<file path="src/rtl/skew_mon_pkg.sv">
// skew_mon_pkg: state encoding and default widths for the skew window monitor
package skew_mon_pkg;
  localparam logic [1:0] IDLE = 2'd0;
  localparam logic [1:0] A_WAIT = 2'd1;
  localparam logic [1:0] B_WAIT = 2'd2;
  localparam int CNT_W_DEF = 8;
  localparam int VCNT_W_DEF = 16;
endpackage

</file>
<file path="src/rtl/skew_window_monitor_rise_detect.sv">
// rise_detect: one-cycle history register and rising-edge AND
module rise_detect (
  input  logic clk,
  input  logic rst_n,
  input  logic d,
  output logic rise
);
  logic q;
  always_ff @(posedge clk)
    if (!rst_n) q <= 1'b0;
    else q <= d;
  assign rise = d & ~q;
endmodule

</file>
<file path="src/rtl/skew_window_monitor.sv">
// skew_window_monitor: measures rising-edge separation of two strobes and flags out-of-window skew
import skew_mon_pkg::*;
module skew_window_monitor #(
  parameter int CNT_W = CNT_W_DEF,
  parameter int VCNT_W = VCNT_W_DEF
) (
  input  logic              clk,
  input  logic              rst_n,
  input  logic              en,
  input  logic              sig_a,
  input  logic              sig_b,
  input  logic [CNT_W-1:0]  skew_limit,
  input  logic              clr,
  output logic              meas_valid,
  output logic [CNT_W-1:0]  skew_val,
  output logic              a_lead,
  output logic              viol,
  output logic              viol_flag,
  output logic [VCNT_W-1:0] viol_cnt,
  output logic              busy
);
  logic ea, eb, ea_r, eb_r;
  logic [1:0] state, state_d;
  logic [CNT_W-1:0] cnt, cnt_d, lim, lim_d, skew_d;
  logic waiting, own, other, tmo, pair, timeout, lead_d, viol_d;
  rise_detect u_rise_a (.clk(clk), .rst_n(rst_n), .d(sig_a), .rise(ea));
  rise_detect u_rise_b (.clk(clk), .rst_n(rst_n), .d(sig_b), .rise(eb));
  always_ff @(posedge clk)
    if (!rst_n) {ea_r, eb_r} <= 2'b00;
    else {ea_r, eb_r} <= {ea, eb};
  assign waiting = state != IDLE;
  assign own = state == A_WAIT ? ea_r : eb_r;
  assign other = state == A_WAIT ? eb_r : ea_r;
  assign tmo = cnt >= lim;
  always_ff @(posedge clk)
    if (!rst_n) begin
      state <= IDLE;
      cnt <= '0;
      lim <= '0;
    end else begin
      state <= state_d;
      cnt <= cnt_d;
      lim <= lim_d;
    end
  always_comb begin
    state_d = state;
    cnt_d = cnt;
    lim_d = lim;
    if (!waiting) begin
      if (en & (ea_r ^ eb_r)) begin
        state_d = ea_r ? A_WAIT : B_WAIT;
        cnt_d = CNT_W'(1);
        lim_d = skew_limit;
      end
    end else if (!en || other || tmo) begin
      state_d = IDLE;
    end else if (own) begin
      cnt_d = CNT_W'(1);
      lim_d = skew_limit;
    end else begin
      cnt_d = cnt + CNT_W'(1);
    end
  end
  always_comb begin
    pair = en & (waiting ? other : ea_r & eb_r);
    timeout = en & waiting & ~other & tmo;
    skew_d = !waiting ? '0 : pair ? cnt : (&lim ? lim : lim + CNT_W'(1));
    lead_d = state != B_WAIT;
    viol_d = timeout | (pair & waiting & (cnt > lim));
  end
  always_ff @(posedge clk)
    if (!rst_n) begin
      meas_valid <= 1'b0;
      viol <= 1'b0;
      skew_val <= '0;
      a_lead <= 1'b0;
      viol_flag <= 1'b0;
      viol_cnt <= '0;
    end else begin
      meas_valid <= pair;
      viol <= viol_d;
      if (pair | timeout) begin
        skew_val <= skew_d;
        a_lead <= lead_d;
      end
      if (viol_d) begin
        viol_flag <= 1'b1;
        viol_cnt <= clr ? VCNT_W'(1) : (&viol_cnt ? viol_cnt : viol_cnt + VCNT_W'(1));
      end else if (clr) begin
        viol_flag <= 1'b0;
        viol_cnt <= '0;
      end
    end
  assign busy = waiting;
endmodule
</file>
<file path="config.mk">
export PLATFORM = sky130hd
export DESIGN_NAME = skew_window_monitor
export DESIGN_NICKNAME = d
export VERILOG_FILES = /design/src/rtl/skew_mon_pkg.sv /design/src/rtl/skew_window_monitor_rise_detect.sv /design/src/rtl/skew_window_monitor.sv
export SDC_FILE = /design/constraint.sdc
export NUM_CORES = 1
export LEC_CHECK = 0
export CORE_ASPECT_RATIO = 1.75
export CORE_UTILIZATION = 50
export DETAILED_ROUTE_END_ITERATION = 6
export MAX_ROUTING_LAYER = met4
export PLACE_DENSITY = 0.85
export SYNTH_ARGS = -nofsm -noshare
export SYNTH_HDL_FRONTEND = slang
export SYNTH_SLANG_ARGS = --single-unit
</file>
<file path="constraint.sdc">
create_clock -name clk -period 7.4 [get_ports clk]
set_clock_uncertainty 0.15 [all_clocks]
set_input_delay 0.74 -clock clk [delete_from_list [all_inputs] [get_ports clk]]
set_output_delay 0.74 -clock clk [all_outputs]
set_load 0.02 [all_outputs]
</file>
# [Yosys cells after proc, flatten, opt, wreduce, memory -nomap -nowiden]
# Cells that the tools add are included.
[word_totals] register_bits=50 input_bits=14 out_inout_bits=29 wordCells=76
[op_classes] n_addsub=3 n_lt_le_gt_ge=2 eq_ne=6 muxes=24 bitwise=16 n_reduce_logical=12
[op_table] op="two-way mux 8 bit" n=11
[op_table] op="two-way mux 16 bit" n=4
[op_table] op="adder 16 x 1 -> 16 bit, second input constant" n=1
[op_table] op="adder 8 x 1 -> 8 bit, second input constant" n=2
[op_table] op="AND reduction 16 bit" n=1
[op_table] op="bitwise AND 1 bit" n=10
[op_table] op="greater-or-equal comparator 8 bit" n=1
[op_table] op="> comparator 8 bit" n=1
[op_table] op="two-way mux 2 bit" n=4
[op_table] op="AND reduction 8 bit" n=1
[op_table] op="!= test 2 bit, second input constant" n=3
[op_table] op="AND reduction 2 bit" n=3
[op_table] op="nonzero test 2 bit" n=3
[op_table] op="two-way mux 1 bit" n=5
[op_table] op="!= test 2 x 1 -> 1 bit, second input constant" n=2
[op_table] op="inverter 1 bit" n=3
[op_table] op="AND reduction 3 bit" n=1
[op_table] op="equality test 2 x 1 -> 1 bit, second input constant" n=1
[op_table] op="logical OR 1 bit" n=2
[op_table] op="OR 1 bit" n=2
[op_table] op="logical NOT 1 bit" n=1
[op_table] op="bitwise XOR 1 bit" n=1

# [Depth between registers and ports, before layout]
[logic_depth] word_depth=9 depth_mapped=10 ltp_nobuf=8

# [By module]
# A second synthesis with hierarchy kept.
[unflattened] cells_unflattened=313 hier_area_um2=2682.6
[modules_own_cells] module="skew_window_monitor" n_inst=1 cells_per_inst=307 area_each_um2=2602.5 seq_area_each_um2=960.9
[modules_own_cells] module="rise_detect" n_inst=2 cells_per_inst=3 area_each_um2=40.0 seq_area_each_um2=20.0

# [Worst setup path after synthesis]
# Ideal clock, no wire load.
[synth_timing] path_type="reg-to-reg" start="register cnt[0]" end="register cnt[3]" setup_ps=70 t_arrival_ps=2276 required_ps=7180 setup_slack_ps=4904 path_stages_with_launch=11 path_buffers=2 synth_period_minus_slack_ps=2496 cell_sequence="dfxtp_1 > inv_1 > ha_1 > nand2b_1 > a2111oi_4 > o31a_1 > buf_4 > a21oi_1 > clkbuf_1 > or3_1 > a21oi_1"
[synth_between] elab_chain_cells=4 word_cells_on_any_way=8 cone_classes="add/sub: 1; order compare: 1; eq/ne: 1; mux: 3; reduce/logical: 2"
[synth_rtl] item="start: declaration" line_no="skew_window_monitor.sv:24" rtl="logic [CNT_W-1:0] cnt, cnt_d, lim, lim_d, skew_d;"
[synth_rtl] item="start signal: assignment" line_no="skew_window_monitor.sv:42" rtl="cnt <= cnt_d;"
[synth_rtl] item="adder 8 x 1 -> 8 bit / greater-or-equal comparator 8 bit (equally long branches)" line_no="skew_window_monitor.sv:61, skew_window_monitor.sv:34"
[synth_rtl] item="two-way mux 8 bit / logical OR 1 bit (equally long branches)" line_no="skew_window_monitor.sv:57, skew_window_monitor.sv:55"
[synth_rtl] item="two-way mux 8 bit / != test 2 bit (equally long branches)"
[synth_rtl] item="two-way mux 8 bit / AND reduction 2 bit (equally long branches)"
# Parallel ways exist; a longest one is shown, timed or not. The select of a mux whose other input is x is not followed.
# A chain may end at the register's enable or synchronous reset.

# [Worst setup path in the final report]
[layout_timing] start="register cnt[0]" end="register skew_val[6]"
[layout_between] elab_chain_cells=3
[layout_rtl] item="greater-or-equal comparator 8 bit" line_no="skew_window_monitor.sv:34" rtl="assign tmo = cnt >= lim;"
[layout_rtl] item="bitwise AND 1 bit" line_no="skew_window_monitor.sv:66" rtl="timeout = en & waiting & ~other & tmo;"
[layout_rtl] item="OR 1 bit" line_no="skew_window_monitor.sv:82" rtl="if (pair | timeout) begin"
[layout_rtl] item="end signal: assignment" line_no="skew_window_monitor.sv:83" rtl="skew_val <= skew_d;"
[layout_rtl] item="end: declaration" line_no="skew_window_monitor.sv:15" rtl="output logic [CNT_W-1:0] skew_val,"
# Every way passes these cells.

==> results.txt <==
----------------------------------------------------
[Synthesis]
  Sequential cell area fraction in the yosys report ... 0.362
  Number of nets produced by synthesis ... 348
  FFs w/ async S/R, synth ... 0
  Primary flip-flop cell chosen by synthesis mapping ... dfxtp_1
  Distinct cell type count of the synthesized netlist ... 56
  Netlist Area Pre-Place ... 0.00277 mm²
  Total of warnings raised by yosys ... 0
  Count of flip-flops with a built-in enable after synthesis ... 0
  Flop and latch count out of synthesis ... 50
  Cells after synthesis ... roughly 320
  Avg Inst Size Synth ... 8.60 µm²

[CTS]
  CTS Sinks ... 50
  Clk_lat worst skew ... 0.31 ns
  Clock-pin slew reported for the worst setup and hold paths after clock tree synthesis ... 0.10 ns
  Cts bufs inserted ... 5
  H-tree levels ... 2
  TritonCTS clock tree ... yes
  Buffer cell driving the clock tree root ... clkbuf_8
  Setup bufs post-CTS ... 0
  Cts hold-fix bufs ... 0
  Deepest clock path buffer count ... 2
  Post_cts resized ... 0

[Placement]
  Placed Instance Area ... 0.00325 mm²
  Final HPWL from detailed placement ... between 5000 and 6000 µm
  Number of buffer cells added on primary ports ... between 40 and 50
  Gpl congestion ... 0.887

[Drt]
  Number of remaining DRC errors ... 0
  Post-detailed-route wirelength per cell ... roughly 16 µm
  Final Routed Wirelength ... 7020 µm
  Post-detailed-route count of antenna-violating nets ... 0
  Via density ... 6.01
  Count of vias placed by the detailed router ... 2637
  Drt first pass iters ... 5
  Number of DRC violations after detailed-routing iteration 0 ... 121

[Timing]
  Final setup violation count ... 0
  Worst slew pin tran ... ~1.1 ns
  Period Utilization, post-route ... 0.442
  Unrepaired setup endpoints after global routing ... no
  Worst slew slack as a fraction of its limit ... 0.263
  Final Hold Slack ... around 0.24 ns
  Final Max Tran Viols ... 0
  Number of hold violations in the final report ... 0
  Setup_tns ... 0 ns
  Max Clk Rate ... between 300 and 400 MHz
  Fin crit period ... 3.27 ns

[Pwr]
  Power density of the placed cells ... ~160 mW/mm²
  Pwr Total ... ~0.55 mW
  IR Drop Worst-Case VDD ... ~0.00011 V
  LEAKAGE ... 1.30 nW

[Global routing]
  Antenna violations before repair ... 0
  Pin count of the biggest net entering global routing ... 24
  Wire length of the first global-routing pass ... 11500 µm
  Global-route congestion overflow total ... 0
  GRT Total Usage ... 0.262
  Via count of the first global-routing pass ... about 2.5k

[Worst hold path]
  Hold/Removal Path Class ... reg2reg
  HP Start ... u_rise_a.q
  Cell count of the worst hold path ... 1
  Endpoint, Worst Hold ... ea_r

[Cells and area]
  Design area ... 0.00336 mm²
  Ratio of cells with drive above 1 in the final layout ... 0.104
  Leading cell types in the layout, fill and taps excluded ... 50 x dfxtp_1, 42 x clkdlybuf4s50_1, 29 x nand2_1
  Number of diodes added for antenna fixing ... 0
  Final nets ... between 300 and 400
  Signed area change from the synthesized netlist to the final layout ... 21.3%
  Leading cell type in the layout, fill and taps excluded ... dfxtp_1

[Critical path]
  Crit path max fanout ... 18
  Critical register-to-register path endpoint ... skew_val[6]
  R2r startpoint ... cnt[0]
  Flop-to-flop setup slack ... 4.13 ns
  Critical path start-end classification ... reg2reg
  Required time of the critical path ... 7.47 ns
  Critical path startpoint category ... flop
  WP data arrival ... 3.34 ns
  Crit. End Element ... flop
  Cell depth of the worst flop-to-flop path ... 8

[Floorplanning]
  Die Y ... approximately 100 µm
  Ports placed on the boundary ... 43
  Core Area ... 0.00530 mm²
  Area of the die ... just under 0.006 mm²
  Effective utilization at floorplan ... 0.523
  Die extent in x ... between 50 and 60 µm
  Count of standard-cell rows ... 35

[Status]
  Outcome ... complete, no violations

[Job]
  MaxCap Viol Count ... 0

----------------------------------------------------
==> per-layer routing <==
| metal | vias up | global-route usage | wire (µm) |
|---|---|---|---|
| met5 | - | - | 0 |
| met4 | 0 | 0.154 | 335 |
| met3 | 26 | 0.0399 | 213 |
| met2 | 61 | 0.470 | 3810 |
| met1 | 1264 | 0.259 | 2660 |
| li1 | 1286 | - | - |
==> cells in the mapped netlist, types with 9 or more instances <==
cell      n  area [µm²]
inv_1    17        63.8
mux2i_1  11         110
nand3_1  11        55.1
ha_1     12         150
a21oi_1  16        80.1
nor3_1   13        65.1
dfxtp_1  50        1000
nand2_1  29         109
o21ai_0  16        80.1
a31o_2    9        78.8
nor2_1   28         105
==> flip-flops by register name (all words and copies together), names as in the netlist, 2 cells and up <==
register	flops
viol_cnt	16
lim	8
skew_val	8
state	2
cnt	8
==> power breakdown <==
| group | switching [mW] | internal (mW) | leakage [nW] |
|---|---|---|---|
| sequential | 0.00698 | 0.274 | 0.405 |
| combinational | 0.0397 | 0.0275 | 0.832 |
| clock | 0.0963 | 0.101 | 0.0585 |
| total | 0.143 | 0.403 | 1.30 |
==> worst max-delay path, stage by stage, from the launching register on <==
cell and delay (ns):
dfxtp_1 0.41, inv_1 0.13, ha_1 0.34, nand2b_1 0.19
a2111oi_4 0.39, o31ai_1 0.20, a21boi_1 0.90, a2111oi_0 0.19
a31o_2 0.27
==> logic make-up after synthesis <==
logic type,after synthesis,share of synthesized area
compound gates,86,0.233
flops,50,0.362
fa+ha+maj,12,0.0542
buf+inv,26,0.0416
simple gates,134,0.260
mux,11,0.0398
xor+xnor,3,0.00949
==> area by class of cell <==
cell class	instances	area, µm²
timing repair buffer	44	435
inverter	17	63.8
multi-input combinational	246	1650
sequential	50	1000
tap	74	92.6
fill	455	1940
clock inverter	3	43.8
clock buffer	5	68.8
==> through the flow <==
step | utilization | cells | setup slack, ns
after global placement | 0.613 | 431 | 4.14
after floorplan | - | 322 | 4.90
after CTS | 0.634 | 439 | 4.19
final | 0.634 | 439 | 4.13
after global routing | 0.634 | 439 | 3.84
after detailed placement | 0.613 | 431 | 4.08
==> worst max-delay path by stage <==
| stage | start | end | slack [ns] |
|---|---|---|---|
| CTS | cnt[0] | skew_val[1] | 4.19 |
| global route | cnt[0] | skew_val[3] | 3.84 |
| finish | cnt[0] | skew_val[6] | 4.13 |
| floorplan | cnt[0] | cnt[3] | 4.90 |
| detailed placement | en | viol_cnt[7] | 4.08 |
| global placement | en | viol_cnt[7] | 4.14 |
Note: power is estimated with default switching activity, not from simulation.
